`src/rtl/uart_pkg.sv`:
```
// Shared types and constants for the UART transmit path.
// Holds the buffer FSM state type and the default buffer sizing.
package uart_pkg;

  localparam int unsigned UART_DW = 8;

  localparam int unsigned TX_BUF_DEPTH_DEFAULT        = 16;
  localparam int unsigned TX_BUF_BUSY_TIMEOUT_DEFAULT = 1024;

  typedef enum logic [2:0] {
    StIdle     = 3'd0,
    StLoad     = 3'd1,
    StStrobe   = 3'd2,
    StWaitBusy = 3'd3,
    StWaitDone = 3'd4
  } tx_buf_state_t;

endpackage

```
`src/rtl/uart_sync_fifo.sv`:
```
// Single-clock byte FIFO with same-cycle push/pop and a first-word-fall-through head.
// The caller qualifies push/pop; pointers carry one extra bit so level = wr - rd.
module uart_sync_fifo
  import uart_pkg::*;
#(
  parameter int unsigned DEPTH = TX_BUF_DEPTH_DEFAULT,
  parameter int unsigned AW    = $clog2(DEPTH)
) (
  input  logic               clk,
  input  logic               rst,
  input  logic               push,
  input  logic               pop,
  input  logic [UART_DW-1:0] wdata,
  output logic [UART_DW-1:0] rdata,
  output logic               full,
  output logic               empty,
  output logic [AW:0]        level
);

  logic [AW:0]        wr_ptr_q, wr_ptr_d;
  logic [AW:0]        rd_ptr_q, rd_ptr_d;
  logic [UART_DW-1:0] mem_q [DEPTH];

  always_comb begin
    wr_ptr_d = wr_ptr_q + {{AW{1'b0}}, push};
    rd_ptr_d = rd_ptr_q + {{AW{1'b0}}, pop};
  end

  always_ff @(posedge clk) begin
    if (rst) begin
      wr_ptr_q <= '0;
      rd_ptr_q <= '0;
    end else begin
      wr_ptr_q <= wr_ptr_d;
      rd_ptr_q <= rd_ptr_d;
    end
  end

  // Storage is not reset; occupancy is defined solely by the pointers.
  always_ff @(posedge clk) begin
    if (push) begin
      mem_q[wr_ptr_q[AW-1:0]] <= wdata;
    end
  end

  assign rdata = mem_q[rd_ptr_q[AW-1:0]];
  assign level = wr_ptr_q - rd_ptr_q;
  assign full  = (level == (AW+1)'(DEPTH));
  assign empty = (level == '0);

endmodule

```
`src/rtl/uart_tx_buffer.sv`:
```
// Transmit buffer in front of the UART: FIFO plus a handshake FSM pacing bytes on send_over.
// Optional statistics counters are enabled with the UART_TX_BUFFER_STATS_EN macro.
module uart_tx_buffer
  import uart_pkg::*;
#(
  parameter int unsigned DEPTH        = TX_BUF_DEPTH_DEFAULT,
  parameter int unsigned AW           = $clog2(DEPTH),
  parameter int unsigned BUSY_TIMEOUT = TX_BUF_BUSY_TIMEOUT_DEFAULT
) (
  input  logic               clk,
  input  logic               rst,
  input  logic               wr_en,
  input  logic [UART_DW-1:0] wr_data,
  output logic               full,
  output logic               empty,
  output logic [AW:0]        level,
  output logic               overflow,
  output logic               timeout,
  output logic [UART_DW-1:0] uart_din,
  output logic               uart_wrn,
  input  logic               uart_send_over
`ifdef UART_TX_BUFFER_STATS_EN
  ,
  output logic [15:0]        tx_count,
  output logic [7:0]         drop_count
`endif
);

  localparam int unsigned CW = $clog2(BUSY_TIMEOUT + 1);

  tx_buf_state_t      state_q, state_d;
  logic [CW-1:0]      busy_cnt_q, busy_cnt_d;
  logic [UART_DW-1:0] din_q, din_d;
  logic               wrn_q, wrn_d;
  logic               overflow_q, overflow_d;
  logic               timeout_q, timeout_d;

  logic               fifo_push;
  logic               fifo_pop;
  logic [UART_DW-1:0] fifo_rdata;
  logic               busy_expired;

  // A pop frees a slot in the same cycle, so a push into a full FIFO is still taken then.
  assign fifo_pop     = (state_q == StLoad);
  assign fifo_push    = wr_en && (!full || fifo_pop);
  assign busy_expired = (busy_cnt_q == CW'(BUSY_TIMEOUT - 1));

  uart_sync_fifo #(
    .DEPTH(DEPTH),
    .AW   (AW)
  ) u_fifo (
    .clk  (clk),
    .rst  (rst),
    .push (fifo_push),
    .pop  (fifo_pop),
    .wdata(wr_data),
    .rdata(fifo_rdata),
    .full (full),
    .empty(empty),
    .level(level)
  );

  always_comb begin
    state_d    = state_q;
    busy_cnt_d = '0;
    timeout_d  = 1'b0;
    case (state_q)
      StIdle: begin
        if (!empty && uart_send_over) begin
          state_d = StLoad;
        end
      end
      StLoad:   state_d = StStrobe;
      StStrobe: state_d = StWaitBusy;
      StWaitBusy: begin
        if (!uart_send_over) begin
          state_d = StWaitDone;
        end else if (busy_expired) begin
          // Transmitter never acknowledged; treat the byte as sent and move on.
          state_d   = StIdle;
          timeout_d = 1'b1;
        end else begin
          busy_cnt_d = busy_cnt_q + 1'b1;
        end
      end
      StWaitDone: begin
        if (uart_send_over) begin
          state_d = StIdle;
        end
      end
      default: state_d = StIdle;
    endcase

    din_d      = fifo_pop ? fifo_rdata : din_q;
    wrn_d      = (state_d != StStrobe);
    overflow_d = wr_en && !fifo_push;
  end

  always_ff @(posedge clk) begin
    if (rst) begin
      state_q    <= StIdle;
      busy_cnt_q <= '0;
      din_q      <= '0;
      wrn_q      <= 1'b1;
      overflow_q <= 1'b0;
      timeout_q  <= 1'b0;
    end else begin
      state_q    <= state_d;
      busy_cnt_q <= busy_cnt_d;
      din_q      <= din_d;
      wrn_q      <= wrn_d;
      overflow_q <= overflow_d;
      timeout_q  <= timeout_d;
    end
  end

  assign uart_din = din_q;
  assign uart_wrn = wrn_q;
  assign overflow = overflow_q;
  assign timeout  = timeout_q;

`ifdef UART_TX_BUFFER_STATS_EN
  logic [15:0] tx_count_q, tx_count_d;
  logic [7:0]  drop_count_q, drop_count_d;

  always_comb begin
    tx_count_d   = tx_count_q + {15'd0, (state_q == StStrobe)};
    drop_count_d = drop_count_q;
    if (overflow_d && (drop_count_q != 8'hFF)) begin
      drop_count_d = drop_count_q + 8'd1;
    end
  end

  always_ff @(posedge clk) begin
    if (rst) begin
      tx_count_q   <= '0;
      drop_count_q <= '0;
    end else begin
      tx_count_q   <= tx_count_d;
      drop_count_q <= drop_count_d;
    end
  end

  assign tx_count   = tx_count_q;
  assign drop_count = drop_count_q;
`endif

endmodule

```
`config.mk`:
```
export PLATFORM = sky130hd
export DESIGN_NAME = uart_tx_buffer
export DESIGN_NICKNAME = d
export VERILOG_FILES = /design/src/rtl/uart_pkg.sv /design/src/rtl/uart_sync_fifo.sv /design/src/rtl/uart_tx_buffer.sv
export SDC_FILE = /design/constraint.sdc
export NUM_CORES = 1
export LEC_CHECK = 0
export CELL_PAD_IN_SITES_DETAIL_PLACEMENT = 1
export CELL_PAD_IN_SITES_GLOBAL_PLACEMENT = 1
export CORE_ASPECT_RATIO = 1.25
export CORE_MARGIN = 2
export CORE_UTILIZATION = 55
export DETAILED_ROUTE_END_ITERATION = 12
export PLACE_DENSITY_LB_ADDON = 0.08
export SYNTH_ARGS = -nofsm -noshare
export SYNTH_HDL_FRONTEND = slang
export SYNTH_HIERARCHICAL = 1
export SYNTH_SLANG_ARGS = --single-unit
```
`constraint.sdc`:
```
create_clock -name clk -period 6.85 [get_ports clk]
set_clock_uncertainty 0.1 [all_clocks]
set_input_delay 1.37 -clock clk [delete_from_list [all_inputs] [get_ports clk]]
set_output_delay 1.37 -clock clk [all_outputs]
set_load 0.05 [all_outputs]
```
==> summary.md, run 1 <==
| Metric | Value |
|---|---|
| Placer Congestion | 0.802 |
| Pwr Density | 351 nW/µm² |
| First-pass GRT wire length | 22.3 mm |
| Reg clk slew, reported paths | 0.06 ns |
| Final setup TNS | 0 ns |
| Via density | 5.89 |
| Final Hold Viols | 0 |
| Netlist cell types | 48 |
| Max Freq | 0.198 GHz |
| Cell chain of the critical path | buf_4, ha_1, fa_1, nor2b_1, o21a_1, or3_1, a22oi_1, clkdlybuf4s50_1 |
| Sequential-to-total area share from yosys stat | 68.2% |
| Syn Inst Count | 410 |
| Post-DP HPWL | 8.89 mm |
| Worst Path Max Fanout | 42 |
| N_diodes | 0 |
| Total grt overflow | 0 |
| Fin crit share | 73.8% |
| Sw frac | 28.3% |
| # hold bufs at CTS | 0 |
| Max_slew headroom | 21.2% |
| Largest cells by area after synthesis | edfxtp_1 (58%), dfxtp_1 (11%), mux4_2 (6.1%), mux2i_1 (4.8%), mux4_1 (2.4%) |
| CP Buf/Inv Count | 2 |
| Slew Limit Fails | 0 |
| Flops & latches, synth | 163 |
| Peak supply drop | 0.241 mV |
| Die Area | 13000 µm² |
| CP required | 5.38 ns |
| Worst-Margin Slew | 1.17 ns |
| Internal power | 1930 µW |
| CP Data Arrival Time | 3.58 ns |
| Clock power share | 34.5% |
| Most frequent cells in the layout | edfxtp_1 (128), dfxtp_1 (34), mux2i_1 (32) |
| Placement Rows | 44 |
| Top-area cell type share of the netlist area | 57.7% |
| CP Capture Type | output pin |
| Mean Syn Cell Area | 16.2 µm² |
| Max Cap Viol | 0 |
| Post-CTS Setup Repair Bufs | 0 |
| Initial antenna violation count | 0 |
| CTS Sinks | 163 |
| H-tree level count | 4 |
| Vias in the first global route | 4046 |
| Slowest CP cell | clkdlybuf4s50_1 |
| Initial Util | 56.8% |
| Critical path class | reg2out |
| Chip height | 127 µm |
| Most common cell after layout, fill and taps aside | edfxtp_1 |
| Delay-heaviest family, CP | buffers and inverters |
| CTS buffer count | 17 |
| Drt total wl | 13.7 mm |
| CP startpoint kind | flip-flop |
| Placed inst area | 7070 µm² |
| Reg power frac | 42.5% |
| Worst hold path type | reg2reg |
| Status | complete, no violations |
| Period minus WS final | 5.05 ns |
| Largest net degree at the start of global routing | 43 |
| Worst skew pair latency | 0.43 ns |
| DR iter-0 viols | 190 |
| Gate power share | 22.9% |
| Unrepaired setup endpoints after global routing | false |
| Cell Area, Synth | 6660 µm² |
| Final Instance Area | 7660 µm² |
| DR pass1 iterations | 4 |
| Post-synth net total | 432 |
| Die Span X | 102 µm |
| Area Overhead vs Synth | 15.0% |
| Routed length per placed instance | 22.1 µm |
| Warnings from Yosys | 6 |
| Pleak | 0.00244 µW |
| P_sw | 761 µW |
| Final setup fails | 0 |
| Remaining DRCs | 0 |
| IO buf count | 29 |
| Post-DRT Antenna Nets | 0 |
| CTS tree | yes |
| Area of the core | 11700 µm² |
| Clk buf depth | 2 |
| Critical Path Max Stage Delay | 0.84 ns |
| Total number of vias | 3650 |
| Root Buffer | clkbuf_16 |
| Post-synth top flop | edfxtp_1 |
| Final Net Count | 468 |
| IO Pins | 30 |
| Share of layout cells above drive strength 1 | 13.9% |
| PostCTS Resize Cnt | 0 |
| Ys async rst share | 0% |
| GRT Util Overall | 24.1% |
| Post-synth EDFFs | 128 |
| Yosys top cell by area | edfxtp_1 |
-- worst paths after layout --
path                                                     from                            to  slack (ns)  cells after the start
worst min register to register       busy_cnt_q[0]$_SDFF_PP0_      busy_cnt_q[0]$_SDFF_PP0_        0.40                      1
worst max register to register  u_fifo/rd_ptr_q[0]$_SDFF_PP0_  u_fifo/mem_q[9][5]$_DFFE_PP_        2.87                     11
worst max-delay path            u_fifo/rd_ptr_q[0]$_SDFF_PP0_                          full        1.80                      8
worst min-delay path                 busy_cnt_q[0]$_SDFF_PP0_      busy_cnt_q[0]$_SDFF_PP0_        0.40                      1
-- stage by stage --
stage | utilization, % | power [µW] | std cells | setup slack, ns | hold slack [ns]
final | 65.3 | 2690 | 620 | 1.80 | 0.402
after detailed placement | 60.3 | 1780 | 588 | 2.20 | 0.396
after global placement | 60.3 | 1760 | 588 | 2.29 | 0.372
after global routing | 65.3 | 2800 | 620 | 1.57 | 0.439
after floorplan | - | 1630 | 410 | 2.43 | 0.357
after CTS | 65.3 | 2720 | 620 | 1.74 | 0.406
-- final cells by class --
cell class                      instances  area [µm²]
Sequential cell                       163        4550
Fill cell                            1028        4070
Multi-Input combinational cell        217        1940
Clock buffer                           25         518
Timing Repair Buffer                   37         350
Tap cell                              161         201
Clock inverter                          7        70.1
Inverter                               10        37.5
-- synth_stat cells (3+ instances only) --
library cell,n
a221oi_1,8
buf_2,8
buf_6,3
clkbuf_1,6
dfxtp_1,35
edfxtp_1,128
ha_1,9
inv_1,7
inv_2,3
mux2i_1,32
mux4_1,6
mux4_2,18
nand2_1,9
nand3_1,9
nand3b_1,3
nor2_1,29
nor2b_1,8
nor3_1,11
o21ai_0,5
o21ai_1,20
or3_1,4
xnor2_1,5
xor2_1,8
-- worst reg2reg max path, stage by stage, from the launching register on --
cell and delay [ns]:
dfxtp_2 0.31, buf_4 0.59, ha_1 0.33, fa_1 0.45
inv_1 0.10, nor4_1 0.06, nand3_1 0.13, a22oi_1 0.10
inv_1 0.09, o21a_1 0.24, nand3b_1 0.25, nor2_1 0.85
-- kinds of logic after synthesis --
kind of cell	synth area share, %
AO/OA/AOI/OAI	4.58
AND/OR/NAND/NOR	7.53
adder cells (fa/ha/maj)	1.99
XOR/XNOR	1.71
buffers and inverters	2.67
flip-flops	68.2
multiplexers	13.3
-- power by group through the flow --
stage / clock (µW) / combinational (µW) / sequential, µW
after global placement: 0 / 598 / 1160
after global routing: 985 / 666 / 1150
after floorplan: 0 / 431 / 1200
after CTS: 948 / 624 / 1140
final: 928 / 616 / 1140
after detailed placement: 0 / 617 / 1160
-- sequential cells by signal (all words and copies together) (netlist names) --
| register | cells |
|---|---|
| uart_wrn | 1 |
| busy_cnt_q | 11 |
| uart_din | 8 |
| u_fifo/rd_ptr_q | 5 |
| overflow | 1 |
| state_q | 3 |
| u_fifo/wr_ptr_q | 5 |
| timeout | 1 |
| u_fifo/mem_q | 128 |
-- layer usage --
layer	global-route usage, %	share of wire (%)	up-vias	wire [µm]
met5	0	0	-	0
met4	9.10	2.0	0	276
met3	6.29	3.7	19	511
met2	40.6	53	89	7340
met1	29.8	41	1876	5590
li1	-	-	1666	-
No activity file was read; power rests on OpenSTA's default activity.
==> run 2: changes to the inputs <==
Settings changed: CORE_UTILIZATION 55 to 46.
Clock period 6.85 ns to 4.1 ns, I/O delays scaled along.
==> run 2 against run 1 <==
Against the previous run: sequential power is 68% higher; cell count increased by 3.1%; hold slack got worse by 0.0080 ns; non-clock buffer count rose by 2; register-to-register slack lost 2.3 ns; combinational power increased by 70%; core utilization shrank 11 points.
==> summary.md, run 2 (synthesis gave the netlist of run 1 again) <==
| Metric | Value |
|---|---|
| Most common cell after layout, fill and taps aside | edfxtp_1 |
| Area Overhead vs Synth | 16.6% |
| Total number of vias | 3611 (-1.1%) |
| Most frequent cells in the layout | edfxtp_1 (128), dfxtp_1 (34), mux2i_1 (32) |
| GRT Util Overall | 18.8% (-5.2 points) |
| Setup slack at placement | 0.595 ns (-1.61 ns) |
| Largest net degree at the start of global routing | 42 (-2.3%) |
| CTS Sinks | 163 (unchanged) |
| Unrepaired setup endpoints after global routing | false |
| Routed metal-1 wire length | 5.69 mm (+1.8%) |
| Gate power share | 22.5% (-0.4 points) |
| Pwr Density | 601 nW/µm² (+71%) |
| CP Depth | 7 (-1) |
| Clock power share | 36.5% (+2.0 points) |
| Area of the core | 14300 µm² (+22%) |
| Hold Crit Depth | 1 (unchanged) |
| IO Pins | 30 (unchanged) |
| First-pass GRT wire length | 21.6 mm (-3.4%) |
| IO buf count | 29 (unchanged) |
| CP dominant cell by count | inv_1 |
| Internal power | 3320 µW (+72%) |
| CP Data Arrival Time | 2.73 ns (-0.85 ns) |
| Drt total wl | 13.7 mm (about the same) |
| Placer Congestion | 0.774 (-3.6%) |
| Final Hold Viols | 0 (unchanged) |
| Worst-Margin Slew | 1.14 ns (-0.0306 ns) |
| R2R depth | 10 (-1) |
| Delay-heaviest family, CP | adder cells |
| Peak supply drop | 0.519 mV (+120%) |
| FF-to-FF setup slack | 0.59 ns (-2.28 ns) |
| Root Buffer | clkbuf_16 |
| Reg power frac | 41.0% (-1.5 points) |
| Placement Rows | 49 (+11%) |
| Met3 WL | 490 µm (-4.1%) |
| CTS buffer count | 17 (unchanged) |
| Post-DRT Antenna Nets | 0 (unchanged) |
| Slowest CP cell | fa_1 |
| Total grt overflow | 0 (unchanged) |
| Via density | 5.65 (-4.0%) |
| Worst skew pair latency | 0.43 ns (about the same) |
| CTS tree | yes |
| Critical Path Max Stage Delay | 0.59 ns (-0.25 ns) |
| Worst setup margin | 0.449 ns (-1.35 ns) |
| Post-CTS Setup Repair Bufs | 0 (unchanged) |
| PostCTS Resize Cnt | 0 (unchanged) |
| Die Span X | 112 µm (+9.0%) |
| Worst hold path type | reg2reg |
| Routed length per placed instance | 21.5 µm (-2.9%) |
| DR pass1 iterations | 4 (unchanged) |
| DR iter-0 viols | 232 (+22%) |
| CP startpoint kind | flip-flop |
| DR WL met2 | 7.25 mm (-1.2%) |
| Chip height | 139 µm (+9.0%) |
| Clk buf depth | 2 (unchanged) |
| P_sw | 1350 µW (+77%) |
| Initial antenna violation count | 0 (unchanged) |
| H-tree level count | 4 (unchanged) |
| Max_slew headroom | 23.2% (+2.1 points) |
| Pleak | 0.00249 µW (+2.0%) |
| Critical path class | reg2out |
| Total power | 4660 µW (+74%) |
| CP Buf/Inv Count | 3 (+1) |
| Post-DP HPWL | 9.39 mm (+5.7%) |
| Final Net Count | 470 (+0.43%) |
| Period minus WS final | 3.65 ns |
| Final setup fails | 0 (unchanged) |
| N_diodes | 0 (unchanged) |
| Reg clk slew, reported paths | 0.07 ns (about the same) |
| # hold bufs at CTS | 0 (unchanged) |
| Share of layout cells above drive strength 1 | 16.5% (+2.5 points) |
| Final setup TNS | 0 ns (unchanged) |
| Die Area | 15500 µm² (+19%) |
| Max Freq | 0.274 GHz |
| CP Capture Type | output pin |
| Vias in the first global route | 3843 (-5.0%) |
| Cell chain of the critical path | inv_1, fa_1, inv_1, nor4_1, nand3_1, a22oi_1, buf_4 |
| Slew Limit Fails | 0 (unchanged) |
| Remaining DRCs | 0 (unchanged) |
| Initial Util | 46.6% (-10 points) |
| Max layer used | met4 |
| Max FFs per register | 128 (unchanged) |
| CP required | 3.18 ns (-2.20 ns) |
| FILL cells | 1320 (+28%) |
| Fin crit share | 89.1% |
| Max Cap Viol | 0 (unchanged) |
| Worst Path Max Fanout | 10 (-76%) |
| Status | complete, no violations |
| Sw frac | 28.9% (+0.52 points) |
## run 2: cell count changes in the layout (fill, tap and decap cells not counted), sizes merged
| cell | change |
|---|---|
| buf | +5 |
| bufinv | +3 |
| clkbuf | -8 |
| clkdlybuf4s50 | -3 |
| clkinv | -1 |
| clkinvlp | +1 |
| inv | +5 |
## run 2: per-layer routing
layer  global-route usage (%)  vias to the layer above
li1                         -                     1678
met1                     22.6                     1839
met2                     32.7                       77
met3                     4.03                       17
met4                     8.45                        0
met5                        0                        -
## run 2: layout make-up
type / count / area [µm²] / share of cell area, %
Clock inverter: 15 / 216 / 2.79
Timing Repair Buffer: 39 / 370 / 4.77
Sequential cell: 163 / 4550 / 58.5
Inverter: 10 / 37.5 / 0.483
Multi-Input combinational cell: 217 / 1950 / 25.1
Tap cell: 178 / 223 / 2.87
Clock buffer: 17 / 425 / 5.48
## run 2: stage by stage
step                      cells  instance area [µm²]  hold slack (ns)  utilization (%)
after floorplan             410                 6670            0.357                -
after global placement      607                 7130            0.379             49.9
after detailed placement    607                 7130            0.389             49.9
after CTS                   639                 7770            0.399             54.4
after global routing        639                 7770            0.420             54.4
final                       639                 7770            0.394             54.4
## run 2: final timing paths
| kind | start | end |
|---|---|---|
| min | busy_cnt_q[0]$_SDFF_PP0_ | busy_cnt_q[0]$_SDFF_PP0_ |
| max | u_fifo/wr_ptr_q[1]$_SDFF_PP0_ | empty |
| min reg2reg | busy_cnt_q[0]$_SDFF_PP0_ | busy_cnt_q[0]$_SDFF_PP0_ |
| max reg2reg | u_fifo/wr_ptr_q[1]$_SDFF_PP0_ | u_fifo/mem_q[3][3]$_DFFE_PP_ |
## run 2: power groups by stage
| stage | registers [µW] | logic [µW] | clock network [µW] |
|---|---|---|---|
| after floorplan | 2000 | 728 | 0 |
| after global placement | 1940 | 1040 | 0 |
| after detailed placement | 1950 | 1070 | 0 |
| after CTS | 1910 | 1070 | 1740 |
| after global routing | 1920 | 1130 | 1790 |
| final | 1910 | 1050 | 1700 |
==> run 3: changes to the inputs <==
Settings changed: SLEW_MARGIN set to 20.
==> run 3 against run 2 <==
Against the previous run: first-iteration DRC count fell by 8.2%; via count about the same; core utilization increased by 0.061 points; largest cell class unchanged; critical path type unchanged; register-to-register slack barely moved; highest routed layer unchanged; final area increased by 0.11%; combinational power about the same.
==> summary.md, run 3 (synthesis gave the netlist of run 1 again) <==
| Metric | Value |
|---|---|
| Status | complete, no violations |
| Area of the core | 14300 µm² (unchanged) |
| Cell chain of the critical path | inv_1, fa_1, inv_1, nor4_1, nand3_1, a22oi_1, buf_4 |
| H-tree level count | 4 (unchanged) |
| Clk buf depth | 2 (unchanged) |
| Drt total wl | 13.7 mm (about the same) |
| Final setup TNS | 0 ns (unchanged) |
| DR pass1 iterations | 4 (unchanged) |
| CP startpoint kind | flip-flop |
| GRT Util Overall | 18.8% (unchanged) |
| Critical Path Max Stage Delay | 0.59 ns (about the same) |
| Final Hold Viols | 0 (unchanged) |
| Worst Path Max Fanout | 10 (unchanged) |
| Sw frac | 28.9% (+0.030 points) |
| Unrepaired setup endpoints after global routing | false |
| IO buf count | 29 (unchanged) |
| CP Buf/Inv Count | 3 (unchanged) |
| P_sw | 1350 µW (+0.15%) |
| Placed inst area | 7130 µm² (unchanged) |
| Total grt overflow | 0 (unchanged) |
| Largest net degree at the start of global routing | 42 (unchanged) |
| Vias in the first global route | 3843 (unchanged) |
| Pleak | 0.00249 µW (about the same) |
| CP required | 3.18 ns (about the same) |
| CTS Sinks | 163 (unchanged) |
| Max_slew headroom | 44.4% (+21 points) |
| Reg power frac | 41.0% (about the same) |
| Remaining DRCs | 0 (unchanged) |
| Worst skew pair latency | 0.43 ns (about the same) |
| Slew Limit Fails | 0 (unchanged) |
| First-pass GRT wire length | 21.6 mm (unchanged) |
| Most common cell after layout, fill and taps aside | edfxtp_1 |
| Final Net Count | 470 (unchanged) |
| N_diodes | 0 (unchanged) |
| Worst-Margin Slew | 0.831 ns (-0.311 ns) |
| Most frequent cells in the layout | edfxtp_1 (128), dfxtp_1 (34), mux2i_1 (32) |
| Via density | 5.65 (about the same) |
| Routed length per placed instance | 21.5 µm (about the same) |
| Root Buffer | clkbuf_16 |
| Reg clk slew, reported paths | 0.07 ns (about the same) |
| Critical path class | reg2out |
| Delay-heaviest family, CP | adder cells |
| Clock power share | 36.5% (about the same) |
| Max Cap Viol | 0 (unchanged) |
| FILL cells | 1319 (-0.076%) |
| Pwr Density | 600 nW/µm² (about the same) |
| Internal power | 3320 µW (about the same) |
| Gate power share | 22.6% (about the same) |
| # hold bufs at CTS | 0 (unchanged) |
| Layout Cells excl Fill | 639 (unchanged) |
| Initial Util | 46.6% (unchanged) |
| Die Area | 15500 µm² (unchanged) |
| CP Capture Type | output pin |
| Die Span X | 112 µm (unchanged) |
| Post-DRT Antenna Nets | 0 (unchanged) |
| CTS tree | yes |
| Placement Rows | 49 (unchanged) |
| Peak supply drop | 0.520 mV (about the same) |
| Final setup fails | 0 (unchanged) |
| CTS buffer count | 17 (unchanged) |
| Period minus WS final | 3.65 ns (-0.000641 ns) |
| Total number of vias | 3610 (-0.028%) |
| Dpl cells | 607 (unchanged) |
| CP Data Arrival Time | 2.73 ns (about the same) |
| PostCTS Resize Cnt | 0 (unchanged) |
| Max FFs per register | 128 (unchanged) |
| Worst hold path type | reg2reg |
| Share of layout cells above drive strength 1 | 16.5% (unchanged) |
| Chip height | 139 µm (unchanged) |
| Fin crit share | 89.0% (about the same) |
| Total power | 4670 µW (about the same) |
| CP dominant cell by count | inv_1 |
| Final Instance Area | 7780 µm² (+0.11%) |
| Placer Congestion | 0.774 (unchanged) |
| IO Pins | 30 (unchanged) |
| Slowest CP cell | fa_1 |
| Util after Layout | 54.4% (+0.061 points) |
| Post-CTS Setup Repair Bufs | 0 (unchanged) |
| Area Overhead vs Synth | 16.8% |
| Post-DP HPWL | 9.39 mm (unchanged) |
| Initial antenna violation count | 0 (unchanged) |
| DR iter-0 viols | 213 (-8.2%) |
| Max Freq | 0.274 GHz (about the same) |
run 3: layout make-up:
cell class                      instances  area, µm²  area share [%]
Clock buffer                           17        425            5.47
Clock inverter                         15        216            2.78
Inverter                               10       37.5           0.483
Multi-Input combinational cell        217       1960            25.2
Sequential cell                       163       4550            58.5
Tap cell                              178        223            2.86
Timing Repair Buffer                   39        370            4.76
run 3: final timing paths:
kind / startpoint / endpoint / slack, ns / cells past startpoint
setup reg to reg: u_fifo/wr_ptr_q[1]$_SDFF_PP0_ / u_fifo/mem_q[3][3]$_DFFE_PP_ / 0.59 / 10
hold / removal: busy_cnt_q[0]$_SDFF_PP0_ / busy_cnt_q[0]$_SDFF_PP0_ / 0.39 / 1
setup / recovery: u_fifo/wr_ptr_q[1]$_SDFF_PP0_ / empty / 0.45 / 7
hold reg to reg: busy_cnt_q[0]$_SDFF_PP0_ / busy_cnt_q[0]$_SDFF_PP0_ / 0.39 / 1
run 3: worst reg2reg max path, delay by kind of cell (launching register included):
family,cells,cell delay (ns)
AOI/OAI and AO/OA,3,0.51
buffers and inverters,2,0.23
adders and majority gates,1,0.51
and+or+nand+nor,4,1.26
DFF,1,0.53
run 3: per-layer routing:
metal,GRT usage (%),routed length (µm),vias to the layer above
met5,0,0,-
met4,8.45,268,0
met3,4.03,479,15
met2,32.7,7280,75
met1,22.6,5700,1843
li1,-,-,1677
run 3: stage by stage:
stage / hold slack, ns / worst slack (ns)
global route: 0.433 / 0.248
floorplan: 0.357 / 0.227
CTS: 0.399 / 0.381
finish: 0.394 / 0.449
detailed placement: 0.389 / 0.595
global placement: 0.379 / 0.723
run 3: power by group through the flow:
| stage | Sequential (µW) | Combinational, µW | Clock [µW] |
|---|---|---|---|
| floorplan | 2000 | 728 | 0 |
| global placement | 1940 | 1040 | 0 |
| detailed placement | 1950 | 1070 | 0 |
| CTS | 1910 | 1070 | 1740 |
| global route | 1920 | 1130 | 1790 |
| finish | 1910 | 1050 | 1700 |
